File: src/rtl/switch_seq_loader.sv
// rtl/switch_seq_loader.sv - debounced load, latch switches, paced MSB-first serial shift-out
// Optional feature macro: REPEAT_EN (continuous replay of the latched pattern).
module switch_seq_loader #(
  parameter int WIDTH           = 10,
  parameter int DEBOUNCE_CYCLES = 1_000_000,
  parameter int STEP_DIV        = 50_000_000
) (
  input  logic             clk,
  input  logic             rst,
  input  logic [WIDTH-1:0] sw,
  input  logic             btn_load,
  input  logic             pause_n,
  input  logic             out_ready,
  output logic             seq_bit,
  output logic             seq_valid,
  output logic             seq_last,
  output logic [WIDTH-1:0] seq_window,
  output logic             busy,
  output logic             done
);

  localparam int IDX_W = $clog2(WIDTH + 1);
  localparam int DB_W  = (DEBOUNCE_CYCLES > 1) ? $clog2(DEBOUNCE_CYCLES + 1) : 1;
  localparam int TM_W  = (STEP_DIV > 1) ? $clog2(STEP_DIV + 1) : 1;

  localparam logic [IDX_W-1:0] IDX_LAST = IDX_W'(WIDTH - 1);
  localparam logic [DB_W-1:0]  DB_LAST  = DB_W'(DEBOUNCE_CYCLES - 1);
  localparam logic [TM_W-1:0]  TM_LAST  = TM_W'(STEP_DIV - 1);

  typedef enum logic [1:0] {
    S_IDLE = 2'd0,
    S_WAIT = 2'd1,
    S_SEND = 2'd2,
    S_DONE = 2'd3
  } state_t;

  // Button path state
  logic [1:0]      sync_q;
  logic [DB_W-1:0] db_cnt_q;
  logic            db_level_q;
  logic            load_pulse_q;

  // Sequencer state
  state_t           state_q, state_d;
  logic [WIDTH-1:0] shreg_q, shreg_d;
  logic [WIDTH-1:0] window_q, window_d;
  logic [IDX_W-1:0] idx_q, idx_d;
  logic [TM_W-1:0]  timer_q, timer_d;

  // Two-flop synchronizer for the asynchronous push-button
  always_ff @(posedge clk or posedge rst) begin
    if (rst) begin
      sync_q <= 2'b00;
    end else begin
      sync_q <= {sync_q[0], btn_load};
    end
  end

  // Debounce: the level only flips after DEBOUNCE_CYCLES consecutive differing samples;
  // a rising flip produces a single-cycle load pulse.
  always_ff @(posedge clk or posedge rst) begin
    if (rst) begin
      db_cnt_q     <= '0;
      db_level_q   <= 1'b0;
      load_pulse_q <= 1'b0;
    end else begin
      load_pulse_q <= 1'b0;
      if (sync_q[1] == db_level_q) begin
        db_cnt_q <= '0;
      end else if (db_cnt_q == DB_LAST) begin
        db_cnt_q     <= '0;
        db_level_q   <= sync_q[1];
        load_pulse_q <= sync_q[1];
      end else begin
        db_cnt_q <= db_cnt_q + 1'b1;
      end
    end
  end

  // FSM state and datapath registers
  always_ff @(posedge clk or posedge rst) begin
    if (rst) begin
      state_q  <= S_IDLE;
      shreg_q  <= '0;
      window_q <= '0;
      idx_q    <= '0;
      timer_q  <= '0;
    end else begin
      state_q  <= state_d;
      shreg_q  <= shreg_d;
      window_q <= window_d;
      idx_q    <= idx_d;
      timer_q  <= timer_d;
    end
  end

  // Next-state logic; everything holds while paused, which also drops load pulses
  always_comb begin
    state_d  = state_q;
    shreg_d  = shreg_q;
    window_d = window_q;
    idx_d    = idx_q;
    timer_d  = timer_q;
    if (pause_n) begin
      case (state_q)
        S_IDLE: begin
          if (load_pulse_q) begin
            shreg_d  = sw;
            window_d = sw;
            idx_d    = '0;
            timer_d  = '0;
            state_d  = S_WAIT;
          end
        end
        S_WAIT: begin
          if (timer_q == TM_LAST) begin
            timer_d = '0;
            state_d = S_SEND;
          end else begin
            timer_d = timer_q + 1'b1;
          end
        end
        S_SEND: begin
          if (out_ready) begin
            shreg_d = {shreg_q[WIDTH-2:0], 1'b0};
            idx_d   = idx_q + 1'b1;
            timer_d = '0;
            state_d = (idx_q == IDX_LAST) ? S_DONE : S_WAIT;
          end
        end
        S_DONE: begin
`ifdef REPEAT_EN
          // Replay the latched window; a load arriving right now takes the new switches
          if (load_pulse_q) begin
            shreg_d  = sw;
            window_d = sw;
          end else begin
            shreg_d = window_q;
          end
          idx_d   = '0;
          timer_d = '0;
          state_d = S_WAIT;
`else
          state_d = S_IDLE;
`endif
        end
        default: begin
          state_d = S_IDLE;
        end
      endcase
    end
  end

  // Outputs decoded from registered state; out_ready never reaches an output
  always_comb begin
    seq_valid  = (state_q == S_SEND) && pause_n;
    seq_last   = (state_q == S_SEND) && pause_n && (idx_q == IDX_LAST);
    seq_bit    = shreg_q[WIDTH-1];
    busy       = (state_q != S_IDLE);
    done       = (state_q == S_DONE) && pause_n;
    seq_window = window_q;
  end

endmodule
File: config.mk
export PLATFORM = sky130hd
export DESIGN_NAME = switch_seq_loader
export DESIGN_NICKNAME = d
export VERILOG_FILES = /design/src/rtl/switch_seq_loader.sv
export SDC_FILE = /design/constraint.sdc
export NUM_CORES = 1
export LEC_CHECK = 0
export ABC_AREA = 0
export CORE_AREA = 2 2 89 91
export CTS_CLUSTER_SIZE = 25
export DETAILED_ROUTE_END_ITERATION = 6
export DIE_AREA = 0 0 91 93
export GPL_TIMING_DRIVEN = 0
export PLACE_DENSITY = 0.81
export RECOVER_POWER = 50
export SLEW_MARGIN = 20
export SYNTH_ARGS = -nofsm -noshare
export SYNTH_HDL_FRONTEND = slang
export SYNTH_SLANG_ARGS = --single-unit
File: constraint.sdc
create_clock -name clk -period 7.2 [get_ports clk]
set_input_delay 1.44 -clock clk [delete_from_list [all_inputs] [get_ports clk]]
set_output_delay 1.44 -clock clk [all_outputs]
set_load 0.02 [all_outputs]
Word-level counts from Yosys, hierarchy flattened --
Index checks and enable logic that the tools add are counted.
Storage, ports and cells: register bits 76, input bits 15, logic and storage cells 54
Cells by class: add/subtract/negate cells 3, eq/ne operators 10, multiplexer cells 19, bitwise logic cells 1, reductions and logical operators 12
Operator list (count):
- 26-bit two-way mux | 3
- 26-bit one-hot mux with 3 select lines | 1
- 20-bit two-way mux | 2
- 26-bit by 1-bit adder with 26-bit output, second input constant | 1
- 26-bit == test, second input constant | 1
- 20-bit by 1-bit adder with 20-bit output, second input constant | 1
- 20-bit == test, second input constant | 1
- 10-bit two-way mux | 2
- 10-bit one-hot mux with 2 select lines | 1
- 4-bit AND reduction | 3
- 2-bit two-way mux | 4
- 4-bit two-way mux | 2
- 2-bit one-hot mux with 4 select lines | 1
- 4-bit one-hot mux with 2 select lines | 1
- 2-bit != test, second input constant | 3
- 4-bit by 1-bit adder with 4-bit output, second input constant | 1
- 2-bit == test, second input constant | 2
- 4-bit == test, second input constant | 1
- 2-bit nonzero test | 2
- 1-bit logical AND | 3
- 3-bit AND reduction | 1
- 3-bit nonzero test | 1
- 2-bit by 1-bit == test with 1-bit output, second input constant | 1
- 2-bit logical NOT | 1
- other kinds (4) | 5

Longest topological paths before layout --
Gate-level depths: netlist of run 1.
word-level depth 4, mapped depth 8, mapped depth without buffers 6

Least setup slack after synthesis of run 1 --
Ideal clock, no wire load.
path kind input to output, start point in pause_n, end point out seq_last, arrival time 2.039 ns, required time 5.760 ns, slack 3.721 ns, cell stages on the path 2, cell sequence inv_1 -> nor3_1
On the way: longest elaborated chain between the ends 2
Ends and longest elaborated chain:
- start: declaration | RTL line 12 | input logic pause_n,
- 1-bit logical AND (2 in a row) | RTL line 157 | seq_last = (state_q == S_SEND) && pause_n && (idx_q == IDX_LAST);
- end: declaration | RTL line 16 | output logic seq_last,
No other way between the ends.

Worst setup path in the final report of run 1 --
Same ends and word-level chain as after synthesis.

==> results of run 1 <==
-- power by group through the flow --
| stage | sequential (mW) | clock [mW] | combinational [mW] |
|---|---|---|---|
| floorplan | 0.440 | 0 | 0.0131 |
| global placement | 0.440 | 0 | 0.0256 |
| detailed placement | 0.440 | 0 | 0.0280 |
| CTS | 0.432 | 0.382 | 0.0282 |
| global route | 0.433 | 0.396 | 0.0295 |
| finish | 0.432 | 0.375 | 0.0257 |
-- logic make-up (layout without fill, tap and decap cells) --
group	count (synthesis)	in the layout	share of synthesized area
AND/OR/NAND/NOR	167	167	0.2344
adder cells (fa/ha/maj)	4	4	0.01330
AO/OA/AOI/OAI	62	62	0.1051
multiplexers	22	22	0.06219
XOR/XNOR	25	25	0.05820
flip-flops	76	76	0.5055
buffers and inverters	21	67	0.02128
-- registers in the layout, summed over array words and instances (netlist names) --
signal,count
timer_q,26
db_cnt_q,20
seq_window,10
shreg_q,10
idx_q,4
state_q,2
sync_q,2
db_level_q,1
load_pulse_q,1
-- area by class of cell --
cell class | instances | area [sq um] | area share
Inverter | 9 | 35.03 | 0.007932
Timing Repair Buffer | 30 | 294.0 | 0.06657
Clock inverter | 6 | 93.84 | 0.02125
Tap cell | 102 | 127.6 | 0.02890
Sequential cell | 76 | 1902 | 0.4306
Clock buffer | 10 | 137.6 | 0.03116
Buffer | 12 | 46.29 | 0.01048
Multi-Input combinational cell | 280 | 1780 | 0.4031
-- worst max path at each step --
stage	slack, ns	cells past startpoint	end	startpoint
after floorplan	3.72	2	seq_last	pause_n
after global placement	2.62	2	seq_window[5]	rst
after detailed placement	2.64	4	seq_last	pause_n
after CTS	2.64	4	seq_last	pause_n
after global routing	1.96	3	idx_q[3]	rst
final	2.63	4	seq_last	pause_n
-- metal layers --
layer / up-vias / share of wire / global-route usage
li1: 1437 / - / -
met1: 1495 / 0.45 / 0.2683
met2: 69 / 0.50 / 0.3272
met3: 6 / 0.043 / 0.05802
met4: 0 / 0.0025 / 0.06313
met5: - / 0 / 0
-- cell usage in the layout (no fill, tap or decap), types with 8 or more instances in the layout --
master	count
sky130_fd_sc_hd__dfrtp_1	76
sky130_fd_sc_hd__nor2_1	50
sky130_fd_sc_hd__clkdlybuf4s50_1	27
sky130_fd_sc_hd__nand2_1	25
sky130_fd_sc_hd__o21ai_0	21
sky130_fd_sc_hd__a21oi_1	17
sky130_fd_sc_hd__nand4_1	17
sky130_fd_sc_hd__nand3_1	15
sky130_fd_sc_hd__and3_1	14
sky130_fd_sc_hd__xor2_1	14
sky130_fd_sc_hd__mux2i_1	11
sky130_fd_sc_hd__xnor2_1	11
sky130_fd_sc_hd__mux2_2	11
sky130_fd_sc_hd__clkbuf_1	10
sky130_fd_sc_hd__clkbuf_8	10
sky130_fd_sc_hd__a22o_1	9
sky130_fd_sc_hd__nor4_1	9
sky130_fd_sc_hd__inv_1	8
-- through the flow --
stage	std cells	hold slack, ns	utilization
global placement	508	0.3361	0.5554
detailed placement	509	0.3355	0.5583
global route	525	0.3639	0.5868
floorplan	377	0.3312	-
CTS	525	0.3554	0.5891
finish	525	0.3538	0.5868
==> metrics.csv, run 1 <==
metric;value;unit
outcome;finished, violations left;
violations in the final reports;capacitance limit, slew limit;
number of buffers on the longest clock path;2;
weighted congestion reported at the end of routability-driven placement;0.8919;
proportion of synthesized flip-flops having asynchronous set or reset;1.000;
minimum period implied by the final worst setup slack;4.570;ns
final number of setup-violating endpoints;0;
vias in the first global route;2929;
quantity of I/O buffers inserted on ports;29;
global-route wire length before repair;13.88;mm
CP bufs+invs;3;
kind of cell adding the most delay to the critical path;buffers and inverters;
count of unresolved DRC violations after routing;0;
Primary FF master, synth;sky130_fd_sc_hd__dfrtp_1;
Hold Path Depth;0;
summed negative setup slack over all endpoints;0;ns
setup slack of the most critical reg-to-reg path;4.70;ns
Final #Nets;437;
via density per instance;5.728;
post-detailed-route count of antenna-violating nets;0;
initial core utilization;0.4998;
Pint;0.6467;mW
detailed router's first-iteration violation count;146;
area of the die;0.008463;sq mm
grt ovf;0;
highest fanout seen on the critical path;8;
hold-critical path endpoint;sync_q[1];
critical path start-end classification;input port to primary output;
reg-to-reg startpoint;timer_q[0];
HP Class;flip-flop to flip-flop;
Final period util;0.6348;
count of boundary I/O pins;30;
Peak Freq;218.8;MHz
leakage power;2.035;nW
unrepaired setup endpoints after global routing;no;
Total Power;0.8332;mW
relative contribution of the clock network to total power;0.451;
Max-slew headroom;-0.4157;
count of instances resized after the clock tree is built;0;
total number of yosys warnings;0;
H-Tree Level Count;3;
Crit Reg-Reg Endpoint;timer_q[15];
CP Cell Sequence;clkdlybuf4s50_1 -> inv_1 -> nor3_1 -> clkdlybuf4s50_1;
root buffer cell;sky130_fd_sc_hd__clkbuf_8;
flop and latch count out of synthesis;76;
Post-Synthesis Net Count;396;
# clock sinks;76;
endpoint arrival time on the critical path;3.13;ns
maximum number of pins on one net before global-route repair;44;
Die Width;91;microns
total of max-cap violations;2;
cells taking the most area after synthesis;sky130_fd_sc_hd__dfrtp_1 51%, sky130_fd_sc_hd__nor2_1 5.0%, sky130_fd_sc_hd__mux2_2 3.3%;
latest clock arrival within the worst-skew pair;0.36;ns
Pre-Repair DR Iteration Count;5;
endpoint required time on the critical path;5.76;ns
number of antenna cells inserted;0;
hold_sp;sync_q[0];
placed wire-length estimate;5.573;mm
Worst-Margin Slew;2.124;ns
synth cell count leaders;76 x sky130_fd_sc_hd__dfrtp_1, 50 x sky130_fd_sc_hd__nor2_1, 25 x sky130_fd_sc_hd__nand2_1, 21 x sky130_fd_sc_hd__o21ai_0;
worst vdd ir;188.1;uV
skew final;0.008750;ns
switch share;0.2238;
floorplan row count;32;
area added between synthesis and finish;17.39;%
placed cell areas;0.004203;sq mm
Filler Cell Count;674;
Total Wirelength;8.049;mm
pre-CTS worst setup slack;2.642;ns
Pwr Density;188.6;mW/mm^2
total of hold buffers inserted after clock tree synthesis;0;
part of the total power dissipated in sequential elements;0.519;
delay of the slowest cell on the worst path;0.64;ns
sequential element share of the synthesized area;0.5055;
average cell area after synthesis;9.980;sq um
kind of end point of the critical path;primary output;
share of cells above drive strength 1;0.08511;
buffer count from post-CTS setup fixing;0;
most frequent cell on the critical path;sky130_fd_sc_hd__clkdlybuf4s50_1;
number of buffers inserted during clock tree synthesis;9;
Post-synth EDFFs;0;
synthesized cell area;0.003762;sq mm
element type at the critical path start;input port;
depth of the worst register-to-register path;7;
number of distinct library cell variants in the gate-level netlist after synthesis;46;
slowest stage cell, crit path;sky130_fd_sc_hd__clkdlybuf4s50_1;
clock input transition at the sequential cells of the worst setup and hold paths;0.08;ns
dominant cell by count in the synthesized netlist;sky130_fd_sc_hd__dfrtp_1;
most area-hungry cell type in the Yosys netlist;sky130_fd_sc_hd__dfrtp_1;
clock tree from TritonCTS;yes;
Synth top area share;0.5055;
Die H;93;microns
worst-case setup margin in the final layout;2.630;ns
vias;3007;
GRT Util Overall;0.2032;
hold violation total from the final report;0;
total net switching power;0.1864;mW
combinational group share of total power;0.031;
floorplan core area;0.007527;sq mm
average wire length per cell after detail routing;15.33;microns
antenna violations before repair;0;
pins over their slew limit;79;
design area;0.004417;sq mm
Mapped Cells;377;
Power figures use the tool's default switching activity.
==> run 2: changes to the inputs <==
==> constraint.sdc (replaced) <==
create_clock -name clk -period 4.74 [get_ports clk]
set_input_delay 0.948 -clock clk [delete_from_list [all_inputs] [get_ports clk]]
set_output_delay 0.948 -clock clk [all_outputs]
set_load 0.02 [all_outputs]
==> metrics.csv, run 2 (synthesis gave the netlist of run 1 again) <==
metric;value;unit
antenna violations before repair;0;
H-Tree Level Count;3;
# clock sinks;76;
outcome;finished, violations left;
buffer count from post-CTS setup fixing;0;
delay of the slowest cell on the worst path;0.64;ns
summed negative setup slack over all endpoints;0;ns
CP Cell Sequence;clkdlybuf4s50_1 -> inv_1 -> nor3_1 -> clkdlybuf4s50_1;
GRT Util Overall;0.2032;
Total Wirelength;8.048;mm
HP Class;flip-flop to flip-flop;
Max-slew headroom;-0.07032;
kind of cell adding the most delay to the critical path;buffers and inverters;
Pre-Repair DR Iteration Count;5;
pins over their slew limit;34;
global-route wire length before repair;13.88;mm
floorplan row count;32;
Filler Cell Count;671;
endpoint arrival time on the critical path;2.64;ns
clock input transition at the sequential cells of the worst setup and hold paths;0.08;ns
quantity of I/O buffers inserted on ports;29;
total of max-cap violations;1;
kind of end point of the critical path;primary output;
area of the die;0.008463;sq mm
placed wire-length estimate;5.573;mm
Worst-Margin Slew;1.597;ns
part of the total power dissipated in sequential elements;0.518;
Die Width;91;microns
count of boundary I/O pins;30;
number of buffers inserted during clock tree synthesis;9;
max reg flops;26;
top flop regs;timer_q x26, db_cnt_q x20;
number of antenna cells inserted;0;
total of hold buffers inserted after clock tree synthesis;0;
skew final;0.008750;ns
final number of setup-violating endpoints;0;
violations in the final reports;capacitance limit, slew limit;
endpoint required time on the critical path;3.79;ns
final core utilization;0.5889;
weighted congestion reported at the end of routability-driven placement;0.8919;
element type at the critical path start;input port;
total net switching power;0.2833;mW
minimum period implied by the final worst setup slack;3.586;ns
slowest stage cell, crit path;sky130_fd_sc_hd__clkdlybuf4s50_1;
most frequent cell on the critical path;sky130_fd_sc_hd__clkdlybuf4s50_1;
number of buffers on the longest clock path;2;
vias in the first global route;2929;
Final period util;0.7566;
CP bufs+invs;3;
most frequent cells in the layout;76 x sky130_fd_sc_hd__dfrtp_1, 50 x sky130_fd_sc_hd__nor2_1, 27 x sky130_fd_sc_hd__clkdlybuf4s50_1;
unrepaired setup endpoints after global routing;no;
critical path start-end classification;input port to primary output;
detailed router's first-iteration violation count;146;
Peak Freq;278.8;MHz
Pint;0.9840;mW
switch share;0.2236;
vias;3011;
Die H;93;microns
count of unresolved DRC violations after routing;0;
hold violation total from the final report;0;
worst vdd ir;285.8;uV
initial core utilization;0.4998;
combinational group share of total power;0.032;
floorplan core area;0.007527;sq mm
relative contribution of the clock network to total power;0.450;
count of instances resized after the clock tree is built;0;
maximum number of pins on one net before global-route repair;44;
latest clock arrival within the worst-skew pair;0.36;ns
area added between synthesis and finish;17.83;%
average wire length per cell after detail routing;15.33;microns
share of cells above drive strength 1;0.08747;
via density per instance;5.735;
register name with the most flops;timer_q;
Final #Nets;437;
clock tree from TritonCTS;yes;
leading cell type in the layout, fill and taps excluded;sky130_fd_sc_hd__dfrtp_1;
Pwr Density;285.9;mW/mm^2
post-detailed-route count of antenna-violating nets;0;
highest fanout seen on the critical path;8;
grt ovf;0;
leakage power;2.043;nW
root buffer cell;sky130_fd_sc_hd__clkbuf_8;
run 2: cell count changes in the layout (fill, tap and decap cells not counted):
cell	previous run	this run
sky130_fd_sc_hd__buf_12	0	1
sky130_fd_sc_hd__clkbuf_1	10	9
run 2: through the flow:
stage	power [mW]	cell area, sq um	instances	setup WS (ns)	hold slack [ns]
final	1.267	4433	525	1.154	0.3538
after global routing	1.306	4433	525	1.114	0.3639
after CTS	1.279	4434	525	1.166	0.3554
after detailed placement	0.7115	4203	509	1.166	0.3355
after global placement	0.7077	4180	508	0.6533	0.3361
after floorplan	0.6877	3762	377	1.854	0.3312
run 2: area by class of cell:
| class | instances | area [sq um] | area share |
|---|---|---|---|
| timing repair buffer | 30 | 310.3 | 0.07000 |
| clock inverter | 6 | 93.84 | 0.02117 |
| tap | 102 | 127.6 | 0.02879 |
| multi-input combinational | 280 | 1780 | 0.4016 |
| clock buffer | 10 | 137.6 | 0.03105 |
| inverter | 9 | 35.03 | 0.007903 |
| buffer | 12 | 46.29 | 0.01044 |
| sequential | 76 | 1902 | 0.4290 |
run 2: worst paths after layout:
path,from,to,slack [ns],depth (start not counted)
max,pause_n,seq_last,1.15,4
min,sync_q[0],sync_q[1],0.35,0
max reg2reg,timer_q[0],timer_q[15],2.24,7
min reg2reg,sync_q[0],sync_q[1],0.35,0
max in group asynchronous,rst,shreg_q[7],2.52,3
min in group asynchronous,rst,timer_q[21],1.42,2
run 2: layer usage:
layer / share of wire / up-vias / GRT usage
met5: 0 / - / 0
li1: - / 1437 / -
met3: 0.044 / 6 / 0.05802
met2: 0.50 / 73 / 0.3272
met4: 0.0025 / 0 / 0.06313
met1: 0.45 / 1495 / 0.2683
run 2: power by group through the flow:
stage	Clock [mW]	Sequential (mW)	Combinational [mW]
2_1_floorplan	0	0.668	0.0199
3_3_place_gp	0	0.669	0.0389
3_5_place_dp	0	0.669	0.0426
4_1_cts	0.580	0.656	0.0429
5_1_grt	0.602	0.657	0.0467
6_report	0.570	0.656	0.0409
==> run 3: changes to the inputs <==
--- a/config.mk
+++ b/config.mk
@@ -11,7 +11,7 @@
 export DETAILED_ROUTE_END_ITERATION = 6
 export DIE_AREA = 0 0 91 93
 export GPL_TIMING_DRIVEN = 0
-export PLACE_DENSITY = 0.81
+export PLACE_DENSITY = 0.84
 export RECOVER_POWER = 50
 export SLEW_MARGIN = 20
 export SYNTH_ARGS = -nofsm -noshare
==> constraint.sdc (replaced) <==
create_clock -name clk -period 3.1 [get_ports clk]
set_input_delay 0.62 -clock clk [delete_from_list [all_inputs] [get_ports clk]]
set_output_delay 0.62 -clock clk [all_outputs]
set_load 0.02 [all_outputs]
==> metrics.csv, run 3 (synthesis gave the netlist of run 1 again) <==
metric;value;unit
outcome;finished, final reports clean;
share of cells above drive strength 1;0.08768;
register name with the most flops;timer_q;
count of boundary I/O pins;30;
floorplan row count;32;
floorplan core area;0.007527;sq mm
delay of the slowest cell on the worst path;0.63;ns
leakage power;2.074;nW
H-Tree Level Count;3;
worst vdd ir;272.3;uV
latest clock arrival within the worst-skew pair;0.36;ns
quantity of I/O buffers inserted on ports;29;
area of the multi-input gates;0.001785;sq mm
unrepaired setup endpoints after global routing;no;
initial core utilization;0.4998;
endpoint arrival time on the critical path;2.28;ns
depth of the worst register-to-register path;7;
hold-critical path endpoint;sync_q[1];
relative contribution of the clock network to total power;0.468;
switch share;0.2105;
Hold Path Depth;0;
Worst-Margin Slew;1.328;ns
detailed router's first-iteration violation count;307;
count of unresolved DRC violations after routing;0;
leading cell type in the layout, fill and taps excluded;sky130_fd_sc_hd__dfrtp_1;
Pint;1.585;mW
# clock sinks;76;
Die H;93;microns
grt ovf;0;
placed cell areas;0.004210;sq mm
post-detailed-route count of antenna-violating nets;0;
total of max-cap violations;0;
pins over their slew limit;0;
highest fanout seen on the critical path;8;
summed negative setup slack over all endpoints;0;ns
root buffer cell;sky130_fd_sc_hd__clkbuf_8;
Max-slew headroom;0.1097;
critical path start-end classification;input port to primary output;
area added between synthesis and finish;18.59;%
most frequent cells in the layout;76 x sky130_fd_sc_hd__dfrtp_1, 50 x sky130_fd_sc_hd__nor2_1, 26 x sky130_fd_sc_hd__clkdlybuf4s50_1;
top flop regs;timer_q x26, db_cnt_q x20;
skew final;0.005959;ns
vias in the first global route;3024;
hold violation total from the final report;0;
part of the total power dissipated in sequential elements;0.500;
Die Width;91;microns
weighted congestion reported at the end of routability-driven placement;0.9326;
reg-to-reg startpoint;timer_q[0];
Final #Nets;436;
Pre-Repair DR Iteration Count;6;
final number of setup-violating endpoints;0;
buffer count from post-CTS setup fixing;0;
Total Power;2.007;mW
average wire length per cell after detail routing;15.94;microns
Crit Reg-Reg Endpoint;timer_q[24];
kind of cell adding the most delay to the critical path;buffers and inverters;
most frequent cell on the critical path;sky130_fd_sc_hd__clkdlybuf4s50_1;
Peak Freq;344.4;MHz
Filler Cell Count;653;
global-route wire length before repair;14.18;mm
CP Cell Sequence;clkdlybuf4s50_1 -> inv_1 -> nor2_1 -> clkdlybuf4s50_1;
element type at the critical path start;input port;
design area;0.004462;sq mm
maximum number of pins on one net before global-route repair;49;
combinational group share of total power;0.032;
via density per instance;5.948;
clock tree from TritonCTS;yes;
number of buffers on the longest clock path;2;
area of the die;0.008463;sq mm
max reg flops;26;
minimum period implied by the final worst setup slack;2.904;ns
Final period util;0.9367;
antenna violations before repair;0;
placed wire-length estimate;5.702;mm
number of antenna cells inserted;0;
clock input transition at the sequential cells of the worst setup and hold paths;0.08;ns
flip-flop and latch area;0.001902;sq mm
slowest stage cell, crit path;sky130_fd_sc_hd__clkdlybuf4s50_1;
HP Class;flip-flop to flip-flop;
hold_sp;sync_q[0];
vias;3117;
endpoint required time on the critical path;2.48;ns
Pwr Density;449.9;mW/mm^2
CP bufs+invs;3;
number of buffers inserted during clock tree synthesis;9;
kind of end point of the critical path;primary output;
setup slack of the most critical reg-to-reg path;0.52;ns
Total Wirelength;8.355;mm
total net switching power;0.4225;mW
GRT Util Overall;0.2089;
## run 3: cell types whose count changed in the layout (fill, tap and decap cells not counted)
cell and change:
sky130_fd_sc_hd__dlymetal6s2s_1 +1, sky130_fd_sc_hd__bufinv_16 +1, sky130_fd_sc_hd__buf_12 -1, sky130_fd_sc_hd__clkinvlp_4 -1, sky130_fd_sc_hd__nor3_1 -1, sky130_fd_sc_hd__buf_16 +1
sky130_fd_sc_hd__nor3_2 +1, sky130_fd_sc_hd__inv_6 -1, sky130_fd_sc_hd__clkdlybuf4s50_1 -1
## run 3: through the flow
| stage | hold WS [ns] | util | worst slack [ns] | cells |
|---|---|---|---|---|
| after floorplan | 0.3312 | - | 0.5417 | 377 |
| after global placement | 0.3336 | 0.5554 | -0.6566 | 508 |
| after detailed placement | 0.3378 | 0.5593 | 0.09251 | 509 |
| after CTS | 0.3557 | 0.5924 | 0.01081 | 525 |
| after global routing | 0.3588 | 0.5928 | 0.1155 | 524 |
| final | 0.3529 | 0.5928 | 0.1962 | 524 |
## run 3: worst max-delay path by stage
stage | slack, ns | cells after the start | startpoint | endpoint
6_report | 0.20 | 4 | pause_n | seq_valid
5_1_grt | 0.12 | 4 | pause_n | seq_valid
4_1_cts | 0.01 | 4 | state_q[1] | seq_last
3_5_place_dp | 0.09 | 4 | pause_n | seq_last
3_3_place_gp | -0.66 | 2 | rst | shreg_q[4]
2_1_floorplan | 0.54 | 1 | rst | db_cnt_q[0]
## run 3: repair_timing
item,4_1_cts,5_1_grt
hold buffers,0,0
endpoints found under the setup margin,0,1
gates resized for setup,0,2
## run 3: power by group through the flow
stage	Combinational [mW]	Clock, mW	Sequential [mW]
after floorplan	0.0305	0	1.02
after global placement	0.0595	0	1.02
after detailed placement	0.0666	0	1.02
after CTS	0.0667	0.948	1.00
after global routing	0.0730	0.992	1.00
final	0.0643	0.939	1.00
## run 3: final cells by class
type / instances / share of cell area
tap: 102 / 0.02860
clock buffer: 11 / 0.03169
inverter: 9 / 0.007852
multi-input combinational: 280 / 0.4002
timing repair buffer: 30 / 0.07179
clock inverter: 5 / 0.02412
buffer: 11 / 0.009534
sequential: 76 / 0.4262
## run 3: worst reg2reg max path: stages (launching register included)
cell and delay, ns:
sky130_fd_sc_hd__dfrtp_1 0.44, sky130_fd_sc_hd__ha_1 0.24, sky130_fd_sc_hd__and3_1 0.18, sky130_fd_sc_hd__clkbuf_1 0.24
sky130_fd_sc_hd__nand4_1 0.22, sky130_fd_sc_hd__nor4_1 0.75, sky130_fd_sc_hd__nand3_1 0.15, sky130_fd_sc_hd__a21oi_1 0.26
## run 3: per-layer routing
layer | track usage | vias to the layer above | wire length (microns)
met4 | 0.09596 | 0 | 225
li1 | - | 1432 | -
met3 | 0.05157 | 25 | 434
met5 | 0 | - | 0
met2 | 0.3370 | 102 | 4151
met1 | 0.2677 | 1558 | 3544
